==> config.mk <==
export PLATFORM = sky130hd
export DESIGN_NAME = tdm_demux_1x8
export DESIGN_NICKNAME = d
export VERILOG_FILES = /design/src/rtl/tdm_pkg.sv /design/src/rtl/tdm_slot_ctr.sv /design/src/rtl/tdm_demux_1x8.sv
export SDC_FILE = /design/constraint.sdc
export NUM_CORES = 1
export LEC_CHECK = 0
export ABC_AREA = 1
export CAP_MARGIN = 10
export CORE_ASPECT_RATIO = 0.9
export CORE_MARGIN = 2
export CORE_UTILIZATION = 50
export CTS_CLUSTER_SIZE = 12
export DETAILED_ROUTE_END_ITERATION = 10
export GPL_TIMING_DRIVEN = 0
export PLACE_DENSITY = 0.89
export SYNTH_ARGS = -nofsm -noshare
export SYNTH_HDL_FRONTEND = slang
export SYNTH_SLANG_ARGS = --single-unit
==> constraint.sdc <==
create_clock -name clk -period 1.79 [get_ports clk]
set_input_delay 0.358 -clock clk [delete_from_list [all_inputs] [get_ports clk]]
set_output_delay 0.358 -clock clk [all_outputs]
set_load 0.01 [all_outputs]
==> src/rtl/tdm_pkg.sv <==
// Shared types and constants for the 1x8 TDM demultiplexer.
// Optional feature macro used by the top: TDM_SYNC_ERR_EN.
package tdm_pkg;

   typedef enum logic {
      HUNT = 1'b0,
      LOCK = 1'b1
   } tdm_state_e;

   localparam int N_SLOT         = 8;
   localparam int SLOT_W         = 3;
   localparam int SYNC_ERR_LIMIT = 3;

endpackage

==> src/rtl/tdm_slot_ctr.sv <==
// Slot index counter: clear to 0, load 1 on a sync-aligned sample, or advance
// by one with natural wrap 7 -> 0.
module tdm_slot_ctr
   import tdm_pkg::*;
(
   input  logic              clk,
   input  logic              rst_n,
   input  logic              clr_i,
   input  logic              load1_i,
   input  logic              inc_i,
   output logic [SLOT_W-1:0] slot_o
);

   logic [SLOT_W-1:0] slot_q;
   logic [SLOT_W-1:0] slot_d;

   // next slot value; clear has priority over load, load over advance
   always_comb begin
      slot_d = slot_q;
      if (clr_i)
         slot_d = '0;
      else if (load1_i)
         slot_d = SLOT_W'(1);
      else if (inc_i)
         slot_d = slot_q + SLOT_W'(1);
   end

   // slot register
   always_ff @(posedge clk or negedge rst_n) begin
      if (!rst_n)
         slot_q <= '0;
      else
         slot_q <= slot_d;
   end

   assign slot_o = slot_q;

endmodule

==> src/rtl/tdm_demux_1x8.sv <==
// 1x8 TDM demultiplexer with sync-based frame alignment.
// Macro TDM_SYNC_ERR_EN: adds sync_err pulses and a misaligned-sync counter
// that drops back to HUNT after SYNC_ERR_LIMIT realignments without a frame.
//
// state | meaning
// HUNT  | no frame alignment, waiting for sync with en
// LOCK  | aligned, capturing one bit per en strobe into the shadow register
module tdm_demux_1x8
   import tdm_pkg::*;
#(
   parameter logic [N_SLOT-1:0] RESET_VAL = 8'h00
) (
   input  logic              clk,
   input  logic              rst_n,
   input  logic              din,
   input  logic              en,
   input  logic              sync,
   output logic [N_SLOT-1:0] y,
   output logic [SLOT_W-1:0] slot,
   output logic              locked,
   output logic              frame_valid,
   output logic              sync_err
);

   tdm_state_e        state_q, state_d;
   logic [N_SLOT-1:0] shadow_q, shadow_d;
   logic [N_SLOT-1:0] y_q, y_d;
   logic              fv_q, fv_d;
   logic              se_d;
   logic              ctr_clr, ctr_load1, ctr_inc;
   logic [SLOT_W-1:0] slot_w;

`ifdef TDM_SYNC_ERR_EN
   logic [1:0] errcnt_q, errcnt_d;
   logic       se_q;
`endif

   tdm_slot_ctr u_slot_ctr (
      .clk     (clk),
      .rst_n   (rst_n),
      .clr_i   (ctr_clr),
      .load1_i (ctr_load1),
      .inc_i   (ctr_inc),
      .slot_o  (slot_w)
   );

   // next-state, shadow capture, frame output and pulse generation
   always_comb begin
      state_d   = state_q;
      shadow_d  = shadow_q;
      y_d       = y_q;
      fv_d      = 1'b0;
      se_d      = 1'b0;
      ctr_clr   = 1'b0;
      ctr_load1 = 1'b0;
      ctr_inc   = 1'b0;
`ifdef TDM_SYNC_ERR_EN
      errcnt_d  = errcnt_q;
`endif
      if (en) begin
         unique case (state_q)
            HUNT: begin
               if (sync) begin
                  shadow_d  = {{(N_SLOT-1){1'b0}}, din};
                  ctr_load1 = 1'b1;
                  state_d   = LOCK;
               end
            end
            LOCK: begin
               if (sync && (slot_w != '0)) begin
                  // misaligned sync: drop the partial frame, this bit is slot 0
                  se_d = 1'b1;
`ifdef TDM_SYNC_ERR_EN
                  if (errcnt_q == 2'(SYNC_ERR_LIMIT - 1)) begin
                     state_d  = HUNT;
                     shadow_d = '0;
                     ctr_clr  = 1'b1;
                     errcnt_d = '0;
                  end else begin
                     shadow_d  = {{(N_SLOT-1){1'b0}}, din};
                     ctr_load1 = 1'b1;
                     errcnt_d  = errcnt_q + 2'd1;
                  end
`else
                  shadow_d  = {{(N_SLOT-1){1'b0}}, din};
                  ctr_load1 = 1'b1;
`endif
               end else begin
                  shadow_d[slot_w] = din;
                  ctr_inc          = 1'b1;
                  if (slot_w == SLOT_W'(N_SLOT - 1)) begin
                     y_d  = shadow_d;
                     fv_d = 1'b1;
`ifdef TDM_SYNC_ERR_EN
                     errcnt_d = '0;
`endif
                  end
               end
            end
            default: state_d = HUNT;
         endcase
      end
   end

   // state and datapath registers
   always_ff @(posedge clk or negedge rst_n) begin
      if (!rst_n) begin
         state_q  <= HUNT;
         shadow_q <= '0;
         y_q      <= RESET_VAL;
         fv_q     <= 1'b0;
      end else begin
         state_q  <= state_d;
         shadow_q <= shadow_d;
         y_q      <= y_d;
         fv_q     <= fv_d;
      end
   end

`ifdef TDM_SYNC_ERR_EN
   // misaligned-sync counter and error pulse
   always_ff @(posedge clk or negedge rst_n) begin
      if (!rst_n) begin
         errcnt_q <= '0;
         se_q     <= 1'b0;
      end else begin
         errcnt_q <= errcnt_d;
         se_q     <= se_d;
      end
   end

   assign sync_err = se_q;
`else
   // realignment still happens, but is not reported
   assign sync_err = 1'b0;
   logic unused_se;
   assign unused_se = se_d;
`endif

   assign y           = y_q;
   assign slot        = slot_w;
   assign locked      = (state_q == LOCK);
   assign frame_valid = fv_q;

endmodule
* Word-level counts from Yosys, hierarchy flattened
Cells that the tools add are included.
** Word-level totals
- Register bits after elaboration :: 21
- Input port bits :: 5
- Output and inout port bits :: 14
- Logic and storage cells :: 38
** Cells by class
- Add/subtract/negate cells :: 1
- Magnitude comparators :: 2
- Equal/unequal tests :: 2
- Mux-type cells :: 20
- Bitwise logic cells :: 2
- Reduce and logical (&&, ||, !) cells :: 6
** Operators by type and width (count)
- 8-bit 2-to-1 mux :: 2
- 8-bit case mux with 2 select lines :: 1
- 1-bit 2-to-1 mux :: 12
- 8-bit bitwise mux :: 1
- 3-bit 2-to-1 mux :: 2
- 3-bit by 4-bit less-than comparator with 1-bit output, second input constant :: 1
- 4-bit AND reduction :: 1
- 3-bit by 1-bit adder with 3-bit output, second input constant :: 1
- 1-bit demux with 3-bit select :: 1
- 3-bit == test, second input constant :: 1
- 3-bit by 1-bit >= comparator with 1-bit output, second input constant :: 1
- 3-bit nonzero test :: 1
- 1-bit logical AND :: 2
- 2-bit inequality test, second input constant :: 1
- 1-bit inverter :: 2
- 1-bit case mux with 2 select lines :: 1
- 2-bit AND reduction :: 1
- 2-bit nonzero test :: 1

* Longest topological paths before layout
Gate-level depths: netlist of run 1.
- Depth in word-level cells :: 7
- Depth in mapped cells :: 10

* By module
Synthesis of run 1 repeated with hierarchy kept, for this count alone.
** Second synthesis, totals
- Cell total of the unflattened synthesis :: 127
- Area, all modules :: 1001.0 µm²
** By module, submodules not included
- tdm_demux_1x8 :: instances 1, cells each 108, area an instance 848.3 µm², sequential area each 425.4 µm²
- tdm_slot_ctr :: instances 1, cells each 19, area an instance 152.6 µm², sequential area each 75.1 µm²

* Least setup slack after synthesis of run 1
No wires, ideal clock.
- Kind :: register -> register
- Start :: register u_slot_ctr.slot_q[0], in the netlist u_slot_ctr.slot_o[0]
- End :: register y_q[1], in the netlist y[1]
- Arrival :: 1.275 ns
- Data required time :: 1.675 ns
- Slack :: 0.400 ns
- Cell stages (with the launch flop) :: 11
- Cell sequence :: dfrtp_1 -> inv_2 -> ha_1 -> nand2_2 -> nand2_4 -> nand2_4 -> inv_8 -> nand2_8 -> inv_8 -> nand2_2 -> nand2_2
** Between the ends
- Longest elaborated chain between the ends :: 5
- Elaborated cells between the ends (all ways) :: 11
- Those cells by class :: order compare: 2; eq/ne: 1; mux: 3; bitwise: 1; reduce/logical: 4
** Ends and longest elaborated chain
- from (decl) :: RTL line tdm_slot_ctr.sv:14 : logic [SLOT_W-1:0] slot_q;
- from (signal assigned) :: RTL line tdm_slot_ctr.sv:33 : slot_q <= slot_d;
- 3-bit by 4-bit less-than comparator with 1-bit output (implied by the code) or 3-bit by 1-bit >= comparator with 1-bit output (tied branches) :: RTL line tdm_demux_1x8.sv:89 : shadow_d[slot_w] = din;
- 1-bit logical AND (implied by the code) :: RTL line tdm_demux_1x8.sv:89
- 1-bit 2-to-1 mux (implied by the code) :: RTL line tdm_demux_1x8.sv:89
- 1-bit demux with 3-bit select :: RTL line tdm_demux_1x8.sv:89
- 8-bit bitwise mux :: RTL line tdm_demux_1x8.sv:89
- to (signal assigned) :: RTL line tdm_demux_1x8.sv:115 : y_q <= y_d;
- to (decl) :: RTL line tdm_demux_1x8.sv:27 : logic [N_SLOT-1:0] y_q, y_d;
Parallel ways exist; a longest one is shown, timed or not.
A chain may end at the register's enable or synchronous reset.

* Worst setup path after layout of run 1
- Start :: register u_slot_ctr.slot_q[2], in the netlist u_slot_ctr.slot_o[2]
- End :: output slot[2]
** RTL lines
- to (decl) :: RTL line tdm_demux_1x8.sv:19 : output logic [SLOT_W-1:0] slot,
No word-level cell between the ends.

==> results.md, run 1 <==
* Syn Nets at 132
* Largest cells by area after synthesis: dfrtp_1, nand2_1, nand2_2, nand3_1, ha_1
* DP HPWL at about 1600 um
* DRT Wirelength at around 2100 um
* Drt wl/cell at ~13 um
* CP top delay family: buffers and inverters
* Finished Layout Cells at 170
* Clock skew at between 0.004 and 0.005 ns
* Cell Rows at 15
* Core area at around 2000 sq um
* Routed met3 length at 123 um
* Crit-path max FO at 7
* Fin Setup TNS at 0 ns
* Post-synth top area share at between 40% and 50%
* Pwr dens at 1260 nW/um^2
* Pin count of the biggest net entering global routing at 22
* Min Tclk post-route at roughly 1.7 ns
* Horiz. Die Dim at 52.4 um
* Yosys cell types at 18
* Pre-Repair DR Iteration Count at 4
* Max Freq at 0.579 GHz
* Layout cell share with drive strength beyond 1 at about a fifth
* CTS tree: done
* Initial antenna violation count at 0
* Final GP Congestion at between 0.8 and 0.9
* Most frequent cells in the layout: nand2_1, dfrtp_1, clkdlybuf4s50_1, nand2_2, nand3_1
* DRC violations left at 0
* Met2 Routed Length at 1100 um
* Worst-Skew Late Latency at between 0.3 and 0.4 ns
* Total GRT Usage at roughly 20%
* Design area at about 1300 sq um
* GRT Residual Overflow at 0
* DR top layer: met4
* Placed Instances at roughly 170
* Worst setup margin at 0.0626 ns
* Fin. max-slew vios at 0
* Max-cap violations at 0
* Initial core utilization at between 50% and 60%
* Nets at ~150
* # fillers at approximately 160
* Leak at roughly 0.65 nW
* Clock slew at reported path FFs at 0.11 ns
* Boundary Pins at 19
* Avg Cell Area, Syn at roughly 8.5 sq um
* # port buffers at 17
* Via density at 5.25
* WP data required at 1.43 ns
* Final Cycle Share at a little over nine tenths
* Worst hold path class: reg2reg
* First-pass GRT wire length at roughly 3600 um
* Slew headroom at 38.5%
* Max stage delay on crit path at around 0.58 ns
* Tot Pwr at between 1.5 and 2 mW
* Setup WS pre-CTS at 0.259 ns
* Mapped cell area at 1050 sq um
* WP data arrival at between 1 and 1.5 ns
* Antenna cell count at 0
* Worst path bufs/invs at 1
* Commonest non-fill, non-tap cell in the layout: nand2_1
* Clock Tree Buf Depth at 2
* Met1 wire length at ~900 um
* Hold slack at roughly 0.49 ns
* Least-Margin Pin Slew at 0.919 ns
* Register bit total from synthesis at 21
* Die Span Y at 47.6 um
* CTS HTree Levels at 1
* Vias in the first global route at slightly below 900
* Yosys Warn Count at 0
* Final Hold Viols at 0
* Die Footprint at 2490 sq um
* Crit. End Element: output port
* Synthesis-to-layout area growth at 21.8%
* Final Util at between 60 and 70%
* Root Buffer: clkbuf_4
* CTS buffer count at 3
* Worst-path cell chain: clkdlybuf4s50_1
* Critical Path Slowest Stage Cell: clkdlybuf4s50_1
* Post-Syn Instances at about 120
* Unrepaired setup endpoints after global routing: no
* DR iter-0 viols at 12
* CTS Sinks at 21
* Startpoint class of the critical path: flop
* Antenna Nets Post-Route at 0
* Worst vdd ir at roughly 0.80 mV
* Setup violators final at 0
* WS Path Type: reg2out
* Placed inst area at 1260 sq um
* Seq/Total Area, Yosys at 49.8%
* Synth area leader: dfrtp_1
* Vias at a little under 900
* Outcome: completed
==> registers in the layout (all words and copies together) (netlist names) <==
register,flops
shadow_q,8
frame_valid,1
locked,1
y,8
u_slot_ctr.slot_o,3
==> final timing paths <==
path	startpoint	endpoint	slack, ns	cells after the start
worst min register to register	y[0]$_DFFE_PN0P_	y[0]$_DFFE_PN0P_	0.49	2
worst max register to register	u_slot_ctr.slot_o[0]$_DFFE_PN0P_	y[6]$_DFFE_PN0P_	0.35	10
max in group asynchronous	rst_n	u_slot_ctr.slot_o[0]$_DFFE_PN0P_	0.63	1
worst min-delay path	y[0]$_DFFE_PN0P_	y[0]$_DFFE_PN0P_	0.49	2
worst max-delay path	u_slot_ctr.slot_o[2]$_DFFE_PN0P_	slot[2]	0.06	1
min in group asynchronous	rst_n	u_slot_ctr.slot_o[2]$_DFFE_PN0P_	0.55	1
==> power breakdown <==
group          switching (mW)  internal [mW]
clock network           0.142         0.0872
registers               0.114          0.591
logic                   0.390          0.291
total                   0.646          0.969
==> synthesized netlist by cell type <==
master,n
a21oi_1,2
buf_4,1
conb_1,1
dfrtp_1,21
ha_1,3
inv_1,4
inv_2,4
inv_8,2
nand2_1,48
nand2_2,13
nand2_4,2
nand2_8,1
nand3_1,9
nand4_1,1
nor2_1,1
o21ai_0,4
o21ai_1,6
o21ai_2,1
==> area by class of cell <==
type | count | area, sq um | share of cell area [%]
inverter | 10 | 52.6 | 4.09
buffer | 1 | 7.51 | 0.584
clock buffer | 4 | 26.3 | 2.04
tap | 25 | 31.3 | 2.43
sequential | 21 | 528 | 41.1
multi-input combinational | 92 | 469 | 36.5
timing repair buffer | 17 | 170 | 13.2
==> repair_timing <==
item                       CTS  global route
resized for setup            1             1
setup buffers                0             0
hold buffers                 0             0
setup endpoints to repair    1             1
==> routing by layer <==
| layer | vias to the layer above | GRT usage (%) |
|---|---|---|
| li1 | 436 | - |
| met1 | 430 | 21.8 |
| met4 | 0 | 10.3 |
| met5 | - | 0 |
| met3 | 4 | 6.56 |
| met2 | 22 | 36.8 |
==> cell families after synthesis <==
family / Yosys count / share of synthesized area, %
adders and majority gates: 3 / 3.56
buffers and inverters: 11 / 5.69
AOI/OAI and AO/OA: 13 / 6.52
DFF: 21 / 49.8
other: 1 / 0.356
and+or+nand+nor: 75 / 34.0
Power figures use the tool's default switching activity.
==> run 2, diff against run 1 <==
SYNTH_HIERARCHICAL = 1   (was default)
==> run 2 against run 1 <==
Net effect: first-iteration DRC count decreased by 17%; via count decreased by 5.3%; global-route usage decreased by 1.0 points; synthesized cell count increased by 2.4%; sequential power decreased by 27%; fmax increased by 0.19%; critical endpoint unchanged.
==> results.md, run 2 <==
* Outcome: completed
* Pwr dens at approximately 840 nW/um^2
* Worst path bufs/invs at 1
* Crit-path max FO at 9
* Flop pwr share at 47.5%
* Least-Margin Pin Slew at 0.881 ns
* Critical Path Slowest Stage Cell: clkdlybuf4s50_1
* Via density at 4.77
* Boundary Pins at 19
* Clock Tree Buf Depth at 2
* CTS Sinks at 20
* Worst-Skew Late Latency at 0.30 ns
* Min Tclk post-route at roughly 1.7 ns
* Critical path destination: slot[2]
* Area of the multi-input gates at 447 sq um
* Die Span Y at 46.4 um
* Root Buffer: clkbuf_4
* Initial antenna violation count at 0
* First-pass GRT wire length at around 3300 um
* GRT Residual Overflow at 0
* Nets at 159
* DRT Wirelength at around 1900 um
* Hold slack at about 0.49 ns
* Yosys Warn Count at 6
* Register bit total from synthesis at 20
* Yosys cell types at 21
* Switch Pwr at just under 0.3 mW
* DR iter-0 viols at 10
* Switching Share at roughly 27%
* Most frequent cell after synthesis: nand2_1
* Worst vdd ir at 0.483 mV
* Seq/Total Area, Yosys at 50.0%
* Synth area leader: dfrtp_1
* Final GP Congestion at ~0.75
* Mapped cell area at 1000 sq um
* Pre-Repair DR Iteration Count at 6
* Antenna cell count at 0
* DRC violations left at 0
* Unrepaired setup endpoints after global routing: no
* Drt wl/cell at 10.7 um
* Antenna Nets Post-Route at 0
* Initial core utilization at 52.8%
* Final Cycle Share at 96.3%
* Largest cells by area after synthesis: dfrtp_1, nand2_1, nand3_1, o21ai_0, inv_1
* DP HPWL at around 1400 um
* Die Footprint at 2380 sq um
* Slew headroom at between 40% and 50%
* Worst Reg-to-Reg Cells at 7
* Crit. End Element: output port
* Startpoint class of the critical path: flop
* Final Util at ~68%
* Max-cap violations at 0
* CTS tree: done
* Synthesis-to-layout area growth at 28.4%
* WP data required at 1.43 ns
* Vias at roughly 850
* R2r startpoint: u_slot_ctr/slot_o[1]$_DFFE_PN0P_
* Setup violators final at 0
* Worst-path cell chain: clkdlybuf4s50_1
* Tot Pwr at 1.08 mW
* Most frequent cells in the layout: nand2_1, dfrtp_1, clkdlybuf4s50_1, nand3_1, inv_1
* Post-synth ARST share at 100%
* Post-synth top area share at between 50% and 60%
* Fin Setup TNS at 0 ns
* Pin count of the biggest net entering global routing at 21
* Final Hold Viols at 0
* Synth cell count leaders: nand2_1, dfrtp_1, nand3_1, inv_1, o21ai_0
* Main synth FF type: dfrtp_1
* Fin. max-slew vios at 0
* # port buffers at 17
* Reg2reg end: y[1]$_DFFE_PN0P_
* Total GRT Usage at roughly a fifth
* Number of enable flip-flop cells after synthesis at 0
* Max stage delay on crit path at roughly 0.57 ns
* Post-Syn Instances at roughly 130
* Horiz. Die Dim at between 50 and 60 um
* CP Depth at 1
* Layout cell share with drive strength beyond 1 at 15.8%
* Leak at about 0.66 nW
* WP data arrival at 1.37 ns
* Cell Rows at 15
* Clock skew at about 0.009 ns
* Commonest non-fill, non-tap cell in the layout: nand2_1
* CTS HTree Levels at 1
* Core area at 1900 sq um
* Max FFs per register at 8
* Max Freq at just under 0.6 GHz
* Vias in the first global route at between 700 and 800
* CTS buffer count at 3
* # fillers at between 150 and 200
* Register Area at 504 sq um
* Clock power frac at between 30% and 40%
* Avg Cell Area, Syn at roughly 8 sq um
* Internal at 0.787 mW
* R2R Setup Slk at 0.26 ns
* Combinational Power Share at between 10% and 20%
* CP top delay family: buffers and inverters
* Clock slew at reported path FFs at between 0.1 and 0.15 ns
* WS Path Type: reg2out
* Worst hold path class: reg2reg
* Setup crit start: u_slot_ctr/slot_o[2]$_DFFE_PN0P_
run 2: cell types whose count changed after synthesis, sizes merged, moves of 2 or more:
cell / previous run / this run
a21oi: 2 / 4
nor2: 1 / 6
clkinv: 0 / 2
o21ai: 11 / 9
ha: 3 / 1
run 2: power by group through the flow:
stage               combinational (mW)  clock (mW)  sequential (mW)
global route                     0.234       0.393            0.519
floorplan                        0.128           0            0.518
CTS                              0.198       0.372            0.513
detailed placement               0.196           0            0.520
global placement                 0.189           0            0.517
finish                           0.202       0.363            0.513
run 2: metal layers:
layer / part of all wire, % / GRT usage, % / up-vias
met2: 46 / 32.5 / 25
met4: 2.2 / 9.73 / 0
met1: 47 / 24.4 / 373
met3: 4.4 / 2.92 / 5
met5: 0 / 0 / -
li1: - / - / 442
run 2: timing repair:
| action | in CTS | in global routing |
|---|---|---|
| setup endpoints to repair | 3 | 1 |
| hold buffers | 0 | 0 |
| endpoints found under the hold margin | 0 | 0 |
| gates resized for setup | 3 | 1 |
| buffers inserted | 0 | 2 |
run 2: worst min-delay path by stage:
stage                                          to  cells past startpoint                     from
after global routing             y[6]$_DFFE_PN0P_                      2         y[6]$_DFFE_PN0P_
after detailed placement         y[3]$_DFFE_PN0P_                      2         y[3]$_DFFE_PN0P_
after floorplan             frame_valid$_DFF_PN0_                      0                    rst_n
after global placement           y[1]$_DFFE_PN0P_                      2         y[1]$_DFFE_PN0P_
after CTS                        y[3]$_DFFE_PN0P_                      2         y[3]$_DFFE_PN0P_
final                     shadow_q[0]$_DFFE_PN0P_                      2  shadow_q[0]$_DFFE_PN0P_
run 2: logic make-up after synthesis:
group | share of synthesized area, %
adder cells (fa/ha/maj) | 1.25
buffers and inverters | 6.13
other | 0.375
AND/OR/NAND/NOR | 33.9
flip-flops | 50.0
AO/OA/AOI/OAI | 8.37
run 2: layout make-up:
cell class,count,area share [%]
well taps,25,2.43
clock buffers,3,1.75
clock inverters,1,2.34
repair buffers,19,14.4
inverters,11,3.60
plain buffers,2,1.46
multi-input cells,96,34.8
flip-flops and latches,20,39.2
run 2: stage by stage:
stage	std cells	worst slack, ns	cell area, sq um
after floorplan	129	0.376	1010
after global placement	171	-0.101	1210
after detailed placement	171	-0.179	1210
after CTS	175	0.0603	1270
after global routing	177	0.00705	1280
final	177	0.0658	1280
==> RTL change, RTL diff (config.mk and constraints of run 1) <==
`N_SLOT`: 8 -> 12.
--- a/src/rtl/tdm_pkg.sv
+++ b/src/rtl/tdm_pkg.sv
@@ -7,7 +7,7 @@
       LOCK = 1'b1
    } tdm_state_e;
 
-   localparam int N_SLOT         = 8;
+   localparam int N_SLOT         = 12;
    localparam int SLOT_W         = 3;
    localparam int SYNC_ERR_LIMIT = 3;
 
Interface: changed (resized y); port bits go from 19 to 23. No check against the original RTL was run, so the function may have changed too.
==> RTL change against run 1 <==
Clock skew rose by 0.56 ps; sequential cell count stayed put; non-clock buffer count is 7 higher; routed wire length decreased by 0.19%; sequential power fell by 3.0%; total power up 13%; area after synthesis grew 2.3%; worst setup slack improved by 71 ps; design area increased by 2.9%; critical path type unchanged; largest cell class unchanged; highest routed layer unchanged.
==> RTL change: results (changes against run 1) <==
{| class="wikitable"
! Metric !! Value
|-
| Worst min-delay path startpoint || y[4] (was y[0])
|-
| Delay contributed by the slowest stage of the critical path || 560 ps (was 580 ps)
|-
| Drt initial violations || 30 (was 12)
|-
| Maximum fanout along the worst path || 4 (was 7)
|-
| First-pass GRT wire length || 3510 microns (was 3590 microns)
|-
| Reg2reg path depth || 9 (was 10)
|-
| Capturing instance or port of the critical path || locked (was slot[2])
|-
| All-Layer GR Usage || 19.8% (was 20.3%)
|-
| Worst r2r dst || shadow_q[0] (was y[6])
|-
| Synth unique cells || 21 (was 18)
|-
| Total of fill cells in the finished design || 157 (was 163)
|-
| Destination of the worst hold path || y[4] (was y[0])
|-
| Worst path setup slack after routing || 133 ps (was 62.6 ps)
|-
| Total cell area at the placement stage || 1290 sq um (was 1260 sq um)
|-
| Number of nets in the final layout || 168 (was 154)
|-
| Data arrival time of the critical path || 1300 ps (was 1370 ps)
|-
| Net switching fraction of the power || 39.9% (was 40.0%)
|-
| Worst Tran Pin Value || 921 ps (was 919 ps)
|-
| Dominant cells by area after synthesis || dfrtp_1, nand2_1, nand3_1, buf_4, ha_1 (was dfrtp_1, nand2_1, nand2_2, nand3_1, ha_1)
|-
| Layout cell share with drive strength beyond 1 || 13.8% (was 20.0%)
|-
| Post-DP HPWL || 1610 microns (about the same)
|-
| Fraction of the yosys area taken by sequential cells || 48.7% (was 49.8%)
|-
| Gp weighted congestion || 0.850 (was 0.853)
|-
| Start point of the critical path || locked (was u_slot_ctr.slot_o[2])
|-
| Total length of routed wires || 2140 microns (was 2150 microns)
|-
| Peak ir drop on the vdd network || 902 uV (was 804 uV)
|-
| Cell types with the highest counts after synthesis || nand2_1, dfrtp_1, nand3_1 (was nand2_1, dfrtp_1, nand2_2)
|-
| CTS resizes || 0 (was 1)
|-
| Run status || completed (unchanged)
|}
RTL change: changes by cell type after synthesis, sizes merged, moves of 2 or more:
cell	change
o21ai	-5
nand4	+2
o22ai	+2
nand2	+4
buf	+7
a21oi	-2
RTL change: tightest hold or removal path: cells and delay by family (launching register included):
| family | cells | cell delay (ps) |
|---|---|---|
| flops | 1 | 360 |
| simple gates | 2 | 100 |
RTL change: stage by stage:
stage	hold WS [ps]	util [%]
global placement	461	65.7
CTS	496	67.1
floorplan	62.4	-
finish	489	67.1
detailed placement	465	65.7
global route	518	67.1
RTL change: power groups by stage:
stage | Sequential, mW | Clock, mW | Combinational, mW
floorplan | 0.735 | 0 | 0.529
global placement | 0.690 | 0 | 0.857
detailed placement | 0.698 | 0 | 0.897
CTS | 0.689 | 0.229 | 0.904
global route | 0.706 | 0.243 | 1.00
finish | 0.685 | 0.229 | 0.905
RTL change: layout make-up:
type | count | area share [%]
clock buffers | 3 | 1.70
plain buffers | 8 | 4.64
clock inverters | 1 | 0.378
multi-input cells | 99 | 34.8
well taps | 25 | 2.37
flip-flops and latches | 21 | 39.7
repair buffers | 17 | 12.9
inverters | 10 | 3.50
RTL change: per-layer routing:
metal / vias to the layer above / global-route usage, % / part of all wire [%]
met5: - / 0 / 0
met4: 0 / 15.9 / 5.6
met3: 14 / 2.19 / 4.5
met2: 35 / 31.0 / 46
met1: 401 / 25.4 / 44
li1: 465 / - / -
RTL change: cells by family after synthesis:
group           synth area share, %
other cells                   0.348
simple gates                   33.5
fa+ha+maj                      3.48
flops                          48.7
buf+inv                        9.98
compound gates                 3.94
